**config.mk**
```make
export PLATFORM = sky130hd
export DESIGN_NAME = rv_mem_lsu
export DESIGN_NICKNAME = d
export VERILOG_FILES = /design/src/rtl/rv_mem_lsu_pkg.sv /design/src/rtl/rv_mem_lsu_align.sv /design/src/rtl/rv_mem_lsu.sv
export SDC_FILE = /design/constraint.sdc
export NUM_CORES = 1
export LEC_CHECK = 0
export BUFFER_PORTS_ARGS = -buffer_cell sky130_fd_sc_hd__buf_2
export CORE_MARGIN = 10
export CORE_UTILIZATION = 40
export CTS_BUF_LIST = sky130_fd_sc_hd__clkbuf_16
export DETAILED_ROUTE_END_ITERATION = 10
export PLACE_DENSITY_LB_ADDON = 0.1
export SLEW_MARGIN = 40
export SYNTH_ARGS = -nofsm -noshare
export SYNTH_HDL_FRONTEND = slang
export SYNTH_HIERARCHICAL = 1
export SYNTH_SLANG_ARGS = --single-unit
```
**constraint.sdc**
```tcl
create_clock -name i_lsu_clk -period 10.5 [get_ports i_lsu_clk]
set_input_delay 0 -clock i_lsu_clk [delete_from_list [all_inputs] [get_ports i_lsu_clk]]
set_output_delay 0 -clock i_lsu_clk [all_outputs]
set_load 0.05 [all_outputs]
```
**src/rtl/rv_mem_lsu_pkg.sv**
```systemverilog
// rv_mem_lsu_pkg
//   Shared definitions for the MEM-stage load/store unit.
//   - funct3 access-size codes (B, H, W, BU, HU)
//   - FSM state encoding (3-bit)
//   - access-size decode and load-sign helpers
package rv_mem_lsu_pkg;

    localparam logic [2:0] LSU_B  = 3'b000;
    localparam logic [2:0] LSU_H  = 3'b001;
    localparam logic [2:0] LSU_W  = 3'b010;
    localparam logic [2:0] LSU_BU = 3'b100;
    localparam logic [2:0] LSU_HU = 3'b101;

    typedef enum logic [2:0] {
        ST_IDLE = 3'd0,
        ST_REQ0 = 3'd1,
        ST_RSP0 = 3'd2,
        ST_REQ1 = 3'd3,
        ST_RSP1 = 3'd4,
        ST_DONE = 3'd5
    } lsu_state_e;

    typedef enum logic [1:0] {
        SZ_B = 2'd0,
        SZ_H = 2'd1,
        SZ_W = 2'd2
    } lsu_size_e;

    // Unused codes (011, 110, 111) fall through to a zero-extended word.
    function automatic lsu_size_e decode_size(input logic [2:0] f3);
        lsu_size_e sz;
        case (f3)
            LSU_B, LSU_BU: sz = SZ_B;
            LSU_H, LSU_HU: sz = SZ_H;
            LSU_W:         sz = SZ_W;
            default:       sz = SZ_W;
        endcase
        return sz;
    endfunction

    function automatic logic is_signed_load(input logic [2:0] f3);
        return (f3 == LSU_B) || (f3 == LSU_H);
    endfunction

endpackage

```
**src/rtl/rv_mem_lsu_align.sv**
```systemverilog
// rv_mem_lsu_align
//   Combinational byte-lane alignment for the load/store unit.
//   Ports:
//     bytectrl  in  3   funct3 access code
//     off       in  2   byte offset within the word (addr[1:0])
//     wd        in  32  store data, right-justified
//     lo        in  32  read word of beat 0
//     hi        in  32  read word of beat 1 (don't care when not split)
//     mask8     out 8   byte enables over two words; [3:0] beat 0, [7:4] beat 1
//     wide      out 64  store data shifted to its lanes over two words
//     load_data out 32  extracted and extended load result
//     split     out 1   access crosses a word boundary
module rv_mem_lsu_align
    import rv_mem_lsu_pkg::*;
(
    input  logic [2:0]  bytectrl,
    input  logic [1:0]  off,
    input  logic [31:0] wd,
    input  logic [31:0] lo,
    input  logic [31:0] hi,
    output logic [7:0]  mask8,
    output logic [63:0] wide,
    output logic [31:0] load_data,
    output logic        split
);

    lsu_size_e   size;
    logic        sext;
    logic [3:0]  base_mask;
    logic [31:0] shifted;

    always_comb begin
        size = decode_size(bytectrl);
        sext = is_signed_load(bytectrl);

        case (size)
            SZ_B:    base_mask = 4'b0001;
            SZ_H:    base_mask = 4'b0011;
            default: base_mask = 4'b1111;
        endcase

        mask8 = {4'b0000, base_mask} << off;
        wide  = {32'b0, wd} << {off, 3'b000};

        // Only the low 32 bits after the shift can hold the addressed bytes.
        shifted = 32'({hi, lo} >> {off, 3'b000});

        case (size)
            SZ_B:    load_data = {{24{sext & shifted[7]}}, shifted[7:0]};
            SZ_H:    load_data = {{16{sext & shifted[15]}}, shifted[15:0]};
            default: load_data = shifted;
        endcase

        split = ((size == SZ_W) && (off != 2'd0)) ||
                ((size == SZ_H) && (off == 2'd3));
    end

endmodule

```
**src/rtl/rv_mem_lsu.sv**
```systemverilog
// rv_mem_lsu
//   MEM-stage load/store unit. Takes the EX/MEM request, drives a
//   valid/ready word bus (one or two beats), extends load data and stalls
//   the pipeline until the access completes.
//   Ports:
//     i_lsu_clk, i_lsu_rst        clock, asynchronous active-high reset
//     i_lsu_we / i_lsu_is_load    store / load request (store wins if both)
//     i_lsu_addr, i_lsu_wd        byte address, store data
//     i_lsu_bytectrl              funct3 access code
//     o_lsu_stall                 hold IF/ID/EX and EX/MEM
//     o_lsu_rd_valid/_rd_data     one-cycle load completion, extended result
//     o_lsu_bus_*                 request: valid, addr, we, wstrb, wdata
//     i_lsu_bus_ready             request accepted
//     i_lsu_bus_rvalid/_rdata     read response
//   Only XLEN = 32 is supported.
module rv_mem_lsu
    import rv_mem_lsu_pkg::*;
#(
    parameter int XLEN = 32
)
(
    input  logic            i_lsu_clk,
    input  logic            i_lsu_rst,
    input  logic            i_lsu_we,
    input  logic            i_lsu_is_load,
    input  logic [XLEN-1:0] i_lsu_addr,
    input  logic [XLEN-1:0] i_lsu_wd,
    input  logic [2:0]      i_lsu_bytectrl,
    output logic            o_lsu_stall,
    output logic            o_lsu_rd_valid,
    output logic [XLEN-1:0] o_lsu_rd_data,
    output logic            o_lsu_bus_valid,
    input  logic            i_lsu_bus_ready,
    output logic [XLEN-1:0] o_lsu_bus_addr,
    output logic            o_lsu_bus_we,
    output logic [3:0]      o_lsu_bus_wstrb,
    output logic [XLEN-1:0] o_lsu_bus_wdata,
    input  logic            i_lsu_bus_rvalid,
    input  logic [XLEN-1:0] i_lsu_bus_rdata
);

    lsu_state_e  state_reg;
    logic [31:0] addr_reg;
    logic [31:0] wd_reg;
    logic [2:0]  f3_reg;
    logic        we_reg;
    logic [31:0] lo_reg;
    logic [31:0] rd_data_reg;

    logic        request;
    logic        bus_valid;
    logic        beat1;
    logic [31:0] base_addr;
    logic [31:0] lo_word;
    logic [7:0]  mask8;
    logic [63:0] wide;
    logic [31:0] load_data;
    logic        split;

    assign request = i_lsu_we | i_lsu_is_load;

    // In RSP0 the low word is still on the bus; afterwards it lives in lo_reg.
    assign lo_word = (state_reg == ST_RSP0) ? i_lsu_bus_rdata : lo_reg;

    rv_mem_lsu_align u_align (
        .bytectrl  (f3_reg),
        .off       (addr_reg[1:0]),
        .wd        (wd_reg),
        .lo        (lo_word),
        .hi        (i_lsu_bus_rdata),
        .mask8     (mask8),
        .wide      (wide),
        .load_data (load_data),
        .split     (split)
    );

    always_ff @(posedge i_lsu_clk or posedge i_lsu_rst) begin
        if (i_lsu_rst) begin
            state_reg   <= ST_IDLE;
            addr_reg    <= 32'd0;
            wd_reg      <= 32'd0;
            f3_reg      <= 3'd0;
            we_reg      <= 1'b0;
            lo_reg      <= 32'd0;
            rd_data_reg <= 32'd0;
        end else begin
            case (state_reg)
                ST_IDLE: begin
                    if (request) begin
                        addr_reg  <= i_lsu_addr;
                        wd_reg    <= i_lsu_wd;
                        f3_reg    <= i_lsu_bytectrl;
                        we_reg    <= i_lsu_we;
                        state_reg <= ST_REQ0;
                    end
                end
                ST_REQ0: begin
                    if (i_lsu_bus_ready) begin
                        if (!we_reg)
                            state_reg <= ST_RSP0;
                        else if (split)
                            state_reg <= ST_REQ1;
                        else
                            state_reg <= ST_DONE;
                    end
                end
                ST_RSP0: begin
                    if (i_lsu_bus_rvalid) begin
                        lo_reg <= i_lsu_bus_rdata;
                        if (split) begin
                            state_reg <= ST_REQ1;
                        end else begin
                            rd_data_reg <= load_data;
                            state_reg   <= ST_DONE;
                        end
                    end
                end
                ST_REQ1: begin
                    if (i_lsu_bus_ready)
                        state_reg <= we_reg ? ST_DONE : ST_RSP1;
                end
                ST_RSP1: begin
                    if (i_lsu_bus_rvalid) begin
                        rd_data_reg <= load_data;
                        state_reg   <= ST_DONE;
                    end
                end
                ST_DONE: state_reg <= ST_IDLE;
                default: state_reg <= ST_IDLE;
            endcase
        end
    end

    assign bus_valid = (state_reg == ST_REQ0) || (state_reg == ST_REQ1);
    assign beat1     = (state_reg == ST_REQ1);
    assign base_addr = {addr_reg[31:2], 2'b00};

    assign o_lsu_bus_valid = bus_valid;
    assign o_lsu_bus_we    = bus_valid & we_reg;
    // Beat 1 address wraps naturally at 2^32.
    assign o_lsu_bus_addr  = bus_valid ? (beat1 ? base_addr + 32'd4 : base_addr) : 32'd0;
    assign o_lsu_bus_wstrb = (bus_valid & we_reg) ? (beat1 ? mask8[7:4] : mask8[3:0]) : 4'b0000;
    assign o_lsu_bus_wdata = (bus_valid & we_reg) ? (beat1 ? wide[63:32] : wide[31:0]) : 32'd0;

    // The IDLE term is combinational on the request, so it is masked by reset
    // to keep stall low for the whole reset window.
    assign o_lsu_stall = ~i_lsu_rst &
                         (((state_reg == ST_IDLE) & request) |
                          ((state_reg != ST_IDLE) && (state_reg != ST_DONE)));

    assign o_lsu_rd_valid = (state_reg == ST_DONE) & ~we_reg;
    assign o_lsu_rd_data  = rd_data_reg;

endmodule

```
## Word level (Yosys, flattened, before mapping)

Cells that the tools add are included.

- Multipliers: 0
- Bitwise logic cells: 10
- Mux-type cells: 23
- $add $sub $neg: 1
- Eq/ne operators: 18
- Shift operators: 3
- Order comparisons: 0
- Div/mod/pow operators: 0
- Reduce and logical (&&, ||, !) cells: 18

Operators by type and width:

| cell | number |
|---|---|
| $mux W32 | 8 |
| $pmux W32 S2 | 2 |
| $shl A32 B5 Y64 | 1 |
| $shr A64 B5 Y32 | 1 |
| $add A32 B3 Y32 const B | 1 |
| $mux W3 | 7 |
| $pmux W3 S5 | 1 |
| $eq A3 B3 Y1 const B | 4 |
| $ne A2 B2 Y1 const B | 6 |
| $mux W4 | 2 |
| $pmux W4 S2 | 1 |
| $shl A4 B2 Y8 | 1 |
| $and A1 B1 Y1 | 6 |
| $eq A3 B1 Y1 const B | 2 |
| $eq A3 B2 Y1 const B | 2 |
| $logic_not A3 Y1 | 2 |
| $reduce_and A5 Y1 | 1 |
| $eq A2 B2 Y1 const B | 2 |
| $pmux W2 S2 | 1 |
| $reduce_and A2 Y1 | 2 |
| $reduce_and A4 Y1 | 1 |
| $reduce_bool A2 Y1 | 2 |
| $reduce_or A2 Y1 | 2 |
| $logic_and A1 B1 Y1 | 3 |
| 8 further kinds | 12 |

- Bits in writable memories: 0
- Latch bits: 0
- Flip-flop bits (word level): 135
- Memories: 0
- Bits of input ports: 105
- Output and inout bits: 104
- ROM bits: 0

## Depth between registers and ports, before layout

Gate-level depths: netlist of the first run.

- Depth after elaboration: 10
- Gate-level depth with buffers: 10
- Mapped depth without buffers: 7

## Modules after synthesis

The synthesis of the first run kept the hierarchy.

Modules (own cells, without submodules):

| module | sequential area each (um2) | instances | cells each | area each (um2) |
|---|---|---|---|---|
| rv_mem_lsu | 3378.2 | 1 | 584 | 6916.6 |
| rv_mem_lsu_align | 0.0 | 1 | 245 | 1915.6 |

## Worst setup path after synthesis of the first run

No wires, ideal clock.

- Path type: register -> register
- From: reg state_reg[0]
- To: reg rd_data_reg[31] (netlist: o_lsu_rd_data[31])
- Arrival time: 2.565 ns
- Data required time: 10.375 ns
- Cell stages (with the launch flop): 11
- Setup slack: 7.810 ns
- Buffers on the path: 3
- Cells stage by stage: dfrtp_1 > buf_4 > nor3b_2 > clkbuf_1 > mux2_2 > mux2i_1 > mux2i_1 > o221ai_2 > buf_6 > nand2_1 > mux2_2

- Longest elaborated chain between the ends: 8

RTL lines:

| item | RTL line | source |
|---|---|---|
| from (decl) | rv_mem_lsu.sv:42 | `lsu_state_e state_reg;` |
| from (signal assigned) | rv_mem_lsu.sv:120 | `state_reg <= we_reg ? ST_DONE : ST_RSP1;` |
| $eq A3 B2 Y1 (*) | rv_mem_lsu.sv:63 | `assign lo_word = (state_reg == ST_RSP0) ? i_lsu_bus_rdata : lo_reg;` |
| $mux W32 (*) | rv_mem_lsu.sv:63 |  |
| named net lo_word[23] | rv_mem_lsu.sv:54 | `logic [31:0] lo_word;` |
| $shr A64 B5 Y32 (*) | rv_mem_lsu_align.sv:46 | `shifted = 32'({hi, lo} >> {off, 3'b000});` |
| $and A1 B1 Y1 (on tied branches) | rv_mem_lsu_align.sv:50, rv_mem_lsu_align.sv:49 |  |
| $pmux W32 S2 (*) | rv_mem_lsu_align.sv:48 | `case (size)` |
| named net load_data[31] | rv_mem_lsu.sv:57 | `logic [31:0] load_data;` |
| $mux W32 | rv_mem_lsu.sv:110 | `if (split) begin` |
| $mux W32 | rv_mem_lsu.sv:108 | `if (i_lsu_bus_rvalid) begin` |
| $pmux W32 S2 (*) | rv_mem_lsu.sv:87 | `case (state_reg)` |
| to (signal assigned) | rv_mem_lsu.sv:113 | `rd_data_reg <= load_data;` |
| to (signal assigned) | rv_mem_lsu.sv:124 | `rd_data_reg <= load_data;` |
| to (decl) | rv_mem_lsu.sv:48 | `logic [31:0] rd_data_reg;` |

Mark *: on every way through the listed nets, which the timed path passes. The rest lies on a longest branch. The select of a mux whose other input is x is not followed.
A chain may end at the register's enable or synchronous reset.

## Worst setup path after layout of the first run

- From: reg state_reg[1]
- To: out o_lsu_bus_addr[30]

- Longest elaborated chain between the ends: 3

RTL lines:

| item | RTL line | source |
|---|---|---|
| $eq A3 B2 Y1 / $eq A3 B1 Y1 (equally long branches) | rv_mem_lsu.sv:134, rv_mem_lsu.sv:135 |  |
| $mux W32 / $logic_or A1 B1 Y1 (equally long branches) | rv_mem_lsu.sv:141, rv_mem_lsu.sv:134 |  |
| $mux W32 (*) | rv_mem_lsu.sv:141 | `assign o_lsu_bus_addr = bus_valid ? (beat1 ? base_addr + 32'd4 : base_addr) : 32'd0;` |
| to (decl) | rv_mem_lsu.sv:34 | `output logic [XLEN-1:0] o_lsu_bus_addr,` |

Mark *: on every way between the ends. The rest lies on a longest branch, timed or not.

==> results.toml, run 1 <==
[logic_synthesis]
synth_seq_cells = 135
yosysUniqueCellTypes = 55
netlist.area_leader.share_pct = 38.2
synth_seq_area_share_pct = 38.2
async_flop_share_pct = 100
syn_inst = 829
synth_enable_flop_cells = 0
synth_ff_type = "dfrtp_1"
yosys_warnings = 6
synthTopCellsByArea = "dfrtp_1, mux2_2, mux2i_1"
avgSynthCellArea_um2 = 10.7
netlist_area_um2 = 8830
synth_largest_area_cell = "dfrtp_1"

[routing]
drc = 0
via_per_inst = 5.25
wl_per_cell_um = 18.2
vias = 7314
first_pass_iters = 5
drt_wl_total_um = 25400
drt_iter0_markers = 539
postRouteAntennaNets = 0

[die]
ioPinCount = 209
start_util_pct = 40.6
die_w_um = 169
core_area_um2 = 21800
std_cell_rows = 54
dieHeight_um = 169
dieArea_um2 = 28400

[global_routing]
gr-total-overflow = 0
antenna_found_initial = 0
grt_usage_pct = 17.9
grt_pass1_wl_um = 41900
grt_pass1_vias = 7631
grt_max_degree = 76

[cts]
clk_latency_ns = 0.41
ctsResizeCount = 0
clk_pin_slew_ns = 0.06
cts_buffers = 17
htree_levels = 4
cts_buffer_depth = 2
clock_sinks = 135
cts_root_buffer = "clkbuf_16"
cts_tree = "built"

[cells_and_area]
area_delta_synth_final_pct = 31.5
drive_gt1_share_pct = 39.3
fill_cells = 1986
layout_commonest_cell = "buf_2"
final_cell_mix = "buf_2, mux2_2, dfrtp_1"
nNetsFinal = 1210
utilization_pct = 53.4
final-instance-count-excl-fill = 1394
n_antenna_cell = 0
postLayoutCellArea_um2 = 11600

[setup_path]
crit_fanout = 51
worst_setup_path_start_kind = "flop"
rrSetupSlack_ns = 7.31
crit-reg2reg-launch = "state_reg[0]$_DFFE_PP0P_"
cp-end-kind = "output port"
crit_type = "flop to output port"
arrival_ns = 3.35
startpoint = "state_reg[1]$_DFFE_PP0P_"
required_ns = 10.50

[sta]
tns_ns = 0
maxSlewViolCount = 0
setup_viol = 0
rsz0062_at_grt = "false"
tightest_slew_ns = 0.777
hold_viol_final = 0
whs_ns = 0.257
worst_slew_margin_rel_pct = 48.2
finalWorstSetupSlack_ns = 7.15
skew_ns = 0.00844
fmax_mhz = 298
period_minus_slack_ns = 3.35
fin_crit_sh_pct = 32.0

[run_status]
outcome = "completed"

[placement]
gp_congestion = 0.832
io_buffers = 206
post-place-cells = 1261
placed_area_um2 = 9960
place_hpwl_um = 17400
place_ws_ns = 7.31

[power_and_ir_drop]
peakVddDrop_v = 0.000202
p_leak_nw = 5.28
powerDensity_nw_per_um2 = 354
total_power_mw = 4.11

[flow_run]
cap_violations = 0

[worst_hold_path]
hold_path.class = "input port to asynchronous set/reset pin"
[repair_timing]
item | 4_1_cts | 5_1_grt
hold buffers | 104 | 0
endpoints found under the hold margin | 169 | 0
setup buffers | 0 | 0
[worst paths after layout]
check	depth (start not counted)	to
min in group i_lsu_clk	5	state_reg[0]$_DFFE_PP0P_
setup / recovery	6	o_lsu_bus_addr[30]
hold / removal	3	wd_reg[30]$_DFFE_PP0P_
setup reg to reg	8	o_lsu_rd_data[21]$_DFFE_PP0P_
max in group asynchronous	4	addr_reg[0]$_DFFE_PP0P_
hold reg to reg	1	o_lsu_rd_data[4]$_DFFE_PP0P_
[cell families after synthesis]
group | after synthesis | synth area share, %
muxes | 268 | 36.3
DFF | 135 | 38.2
xor gates and xnor gates | 9 | 0.893
adders and majority gates | 1 | 0.142
buffers and inverters | 84 | 5.01
other | 2 | 0.0850
AOI/OAI and AO/OA | 83 | 5.60
and+or+nand+nor | 247 | 13.7
[where the power goes]
| part | leakage (nW) | internal, mW | switching [mW] |
|---|---|---|---|
| clock network | 0.303 | 0.414 | 0.222 |
| registers | 1.63 | 0.783 | 0.246 |
| logic | 3.35 | 0.948 | 1.50 |
| total | 5.28 | 2.14 | 1.97 |
[worst max-delay path, cell delays in order (launching register included)]
cell and delay, ns:
dfrtp_2 0.35, buf_4 0.58, nand2_1 0.29, or4_1 0.79, nor4_2 0.34, mux2i_1 0.27
buf_2 0.30
[per-layer routing]
metal,part of all wire [%],vias up,track usage (%)
met2,46,212,27.9
li1,-,3527,-
met1,47,3557,24.3
met4,1.1,0,3.79
met5,0,-,0
met3,6.3,18,4.96
[cell type report]
| type | instances | area (um2) | share of cell area [%] |
|---|---|---|---|
| flip-flops and latches | 135 | 3380 | 29.1 |
| multi-input cells | 619 | 5060 | 43.6 |
| clock inverters | 12 | 186 | 1.61 |
| well taps | 280 | 350 | 3.02 |
| inverters | 11 | 46.3 | 0.399 |
| clock buffers | 17 | 425 | 3.66 |
| repair buffers | 320 | 2160 | 18.6 |
[cells in the mapped netlist (2+ instances only)]
cell and count:
a21oi_1 20, a22o_1 3, a31oi_1 2, and2_1 10, and3_1 9, and4_1 5
buf_1 4, buf_2 18, buf_4 15, buf_6 5, clkbuf_1 30, conb_1 2
dfrtp_1 135, inv_1 10, mux2_1 5, mux2_2 156, mux2i_1 81, mux4_2 26
nand2_1 80, nand2b_1 7, nand3_1 11, nand3b_1 2, nand4_1 10, nor2_1 76
nor2b_1 4, nor3_1 6, nor4_1 3, nor4_2 3, o211ai_1 3, o21ai_0 40
o31ai_1 4, o41ai_1 2, or3_1 8, or4_1 5, or4b_1 2, xnor2_1 6
xor2_1 3
No activity file was read; power rests on OpenSTA's default activity.
==> run 2, diff against run 1 <==
==> constraint.sdc (replaced) <==
create_clock -name i_lsu_clk -period 2.9 [get_ports i_lsu_clk]
set_input_delay 0 -clock i_lsu_clk [delete_from_list [all_inputs] [get_ports i_lsu_clk]]
set_output_delay 0 -clock i_lsu_clk [all_outputs]
set_load 0.05 [all_outputs]
==> results.toml, run 2 (synthesis gave the netlist of run 1 again) <==
[cells_and_area]
final_cell_mix = "buf_2, mux2_2, dfrtp_1"
n_antenna_cell = 0
final-instance-count-excl-fill = 1417
area_delta_synth_final_pct = 33.5
utilization_pct = 54.2
layout_commonest_cell = "buf_2"
drive_gt1_share_pct = 40.5
nNetsFinal = 1230
fill_cells = 1944

[cts]
clk_latency_ns = 0.41
clk_pin_slew_ns = 0.06
clock_sinks = 135
cts_root_buffer = "clkbuf_16"
cts_buffers = 17
cts_buffer_depth = 2
htree_levels = 4
cts_tree = "built"

[sta]
tightest_slew_ns = 0.684
setup_viol = 0
hold_viol_final = 0
skew_ns = 0.00996
fmax_mhz = 369
rsz0062_at_grt = "false"
worst_slew_margin_rel_pct = 54.3
period_minus_slack_ns = 2.71
tns_ns = 0
fin_crit_sh_pct = 93.5
maxSlewViolCount = 0

[setup_path]
arrival_ns = 2.71
cp-end-kind = "output port"
required_ns = 2.90
crit-reg2reg-launch = "state_reg[0]$_DFFE_PP0P_"
worst_setup_path_start_kind = "flop"
crit_chain = "buf_6 -> nand2_1 -> or4_4 -> nor4_2 -> mux2i_1 -> buf_2"
cp_num_buf_inv = 2
cpLargestDelayFamily = "simple AND/OR/NAND/NOR gates"
crit_type = "flop to output port"
rrSetupSlack_ns = 0.32
r2r_cells = 7
cpPeakStageDelay_ns = 0.67
startpoint = "state_reg[1]$_DFFE_PP0P_"
r2r-end = "o_lsu_rd_data[11]$_DFFE_PP0P_"
path_depth = 6
crit_fanout = 20
timing.critical_path.to = "o_lsu_bus_addr[30]"
cpMaxStageDelayCell = "or4_4"

[flow_run]
cap_violations = 0

[routing]
drt_iter0_markers = 430
vias = 7356
drt_wl_total_um = 25900
postRouteAntennaNets = 0
wl_per_cell_um = 18.3
via_per_inst = 5.19
drc = 0
first_pass_iters = 5

[placement]
post-place-cells = 1279
gp_congestion = 0.813
io_buffers = 206
place_hpwl_um = 18500

[die]
dieHeight_um = 169
start_util_pct = 40.6
core_area_um2 = 21800
std_cell_rows = 54
ioPinCount = 209
dieArea_um2 = 28400
die_w_um = 169

[global_routing]
grt_pass1_wl_um = 42700
antenna_found_initial = 2
grt_max_degree = 50
gr-total-overflow = 0
grt_pass1_vias = 7659
grt_usage_pct = 18.3

[worst_hold_path]
hold_path.class = "input port to asynchronous set/reset pin"

[power_and_ir_drop]
swShare_pct = 48.2
seqPwrFrac_pct = 25.4
powerDensity_nw_per_um2 = 1260
p_leak_nw = 5.39
switchingPower_mw = 7.17
peakVddDrop_v = 0.000682
power_frac_clock_pct = 14.1
pwr-share-comb_pct = 60.5
p_int_mw = 7.70

[run_status]
outcome = "completed"
[run 2: cell types whose count changed in the layout (fill, tap and decap cells not counted), moves of 2 or more]
cell / previous run / this run
bufinv_16: 5 / 2
buf_6: 3 / 1
clkinvlp_4: 1 / 4
buf_12: 0 / 6
inv_1: 11 / 13
buf_4: 7 / 23
[run 2: metal layers]
metal | up-vias | wire [um] | GRT usage, %
met4 | 4 | 170 | 3.60
met5 | - | 21 | 0
li1 | 3557 | - | -
met3 | 16 | 1530 | 4.93
met1 | 3587 | 12500 | 25.3
met2 | 192 | 11700 | 28.2
[run 2: worst register-to-register path, stage by stage, from the launching register on]
cell     delay, ns
dfrtp_1       0.40
nor3b_4       0.39
buf_12        0.25
mux2_2        0.43
mux4_2        0.47
o21ai_0       0.14
nand2_1       0.13
mux2_2        0.28
[run 2: cell type report]
cell class | count | area, um2 | share of cell area [%]
clock inverter | 15 | 138 | 1.17
inverter | 11 | 45.0 | 0.382
timing repair buffer | 340 | 2380 | 20.2
multi-input combinational | 619 | 5070 | 43.0
clock buffer | 17 | 425 | 3.61
sequential | 135 | 3380 | 28.7
tap | 280 | 350 | 2.97
[run 2: stage by stage]
stage | area (um2) | hold slack, ns | setup slack [ns] | power (mW)
finish | 11800 | 0.210 | 0.189 | 14.9
CTS | 11800 | 0.198 | 0.108 | 15.0
floorplan | 8870 | 0.117 | 0.210 | 10.6
detailed placement | 10200 | 0.0938 | 0.316 | 12.7
global route | 11800 | 0.246 | 0.0162 | 16.0
global placement | 10200 | 0.0920 | 0.340 | 12.7
[run 2: worst min-delay path by stage]
stage / endpoint / depth (start not counted)
after floorplan: addr_reg[14]$_DFFE_PP0P_ / 2
after detailed placement: addr_reg[2]$_DFFE_PP0P_ / 2
after global placement: wd_reg[22]$_DFFE_PP0P_ / 2
final: addr_reg[3]$_DFFE_PP0P_ / 3
after CTS: wd_reg[28]$_DFFE_PP0P_ / 3
after global routing: wd_reg[28]$_DFFE_PP0P_ / 3
[run 2: repair_timing]
item	4_1_cts	5_1_grt
gates resized for setup	1	3
setup buffers	2	0
pin swaps	1	0
setup endpoints to repair	9	5
hold buffers	104	0
endpoints found under the hold margin	122	0
cloned	0	0
[run 2: power groups by stage]
| stage | Clock (mW) | Sequential [mW] | Combinational [mW] |
|---|---|---|---|
| 4_1_cts | 2.16 | 3.78 | 9.06 |
| 3_5_place_dp | 0 | 3.82 | 8.89 |
| 3_3_place_gp | 0 | 3.82 | 8.84 |
| 6_report | 2.09 | 3.78 | 9.00 |
| 2_1_floorplan | 0 | 4.11 | 6.52 |
| 5_1_grt | 2.24 | 3.96 | 9.75 |
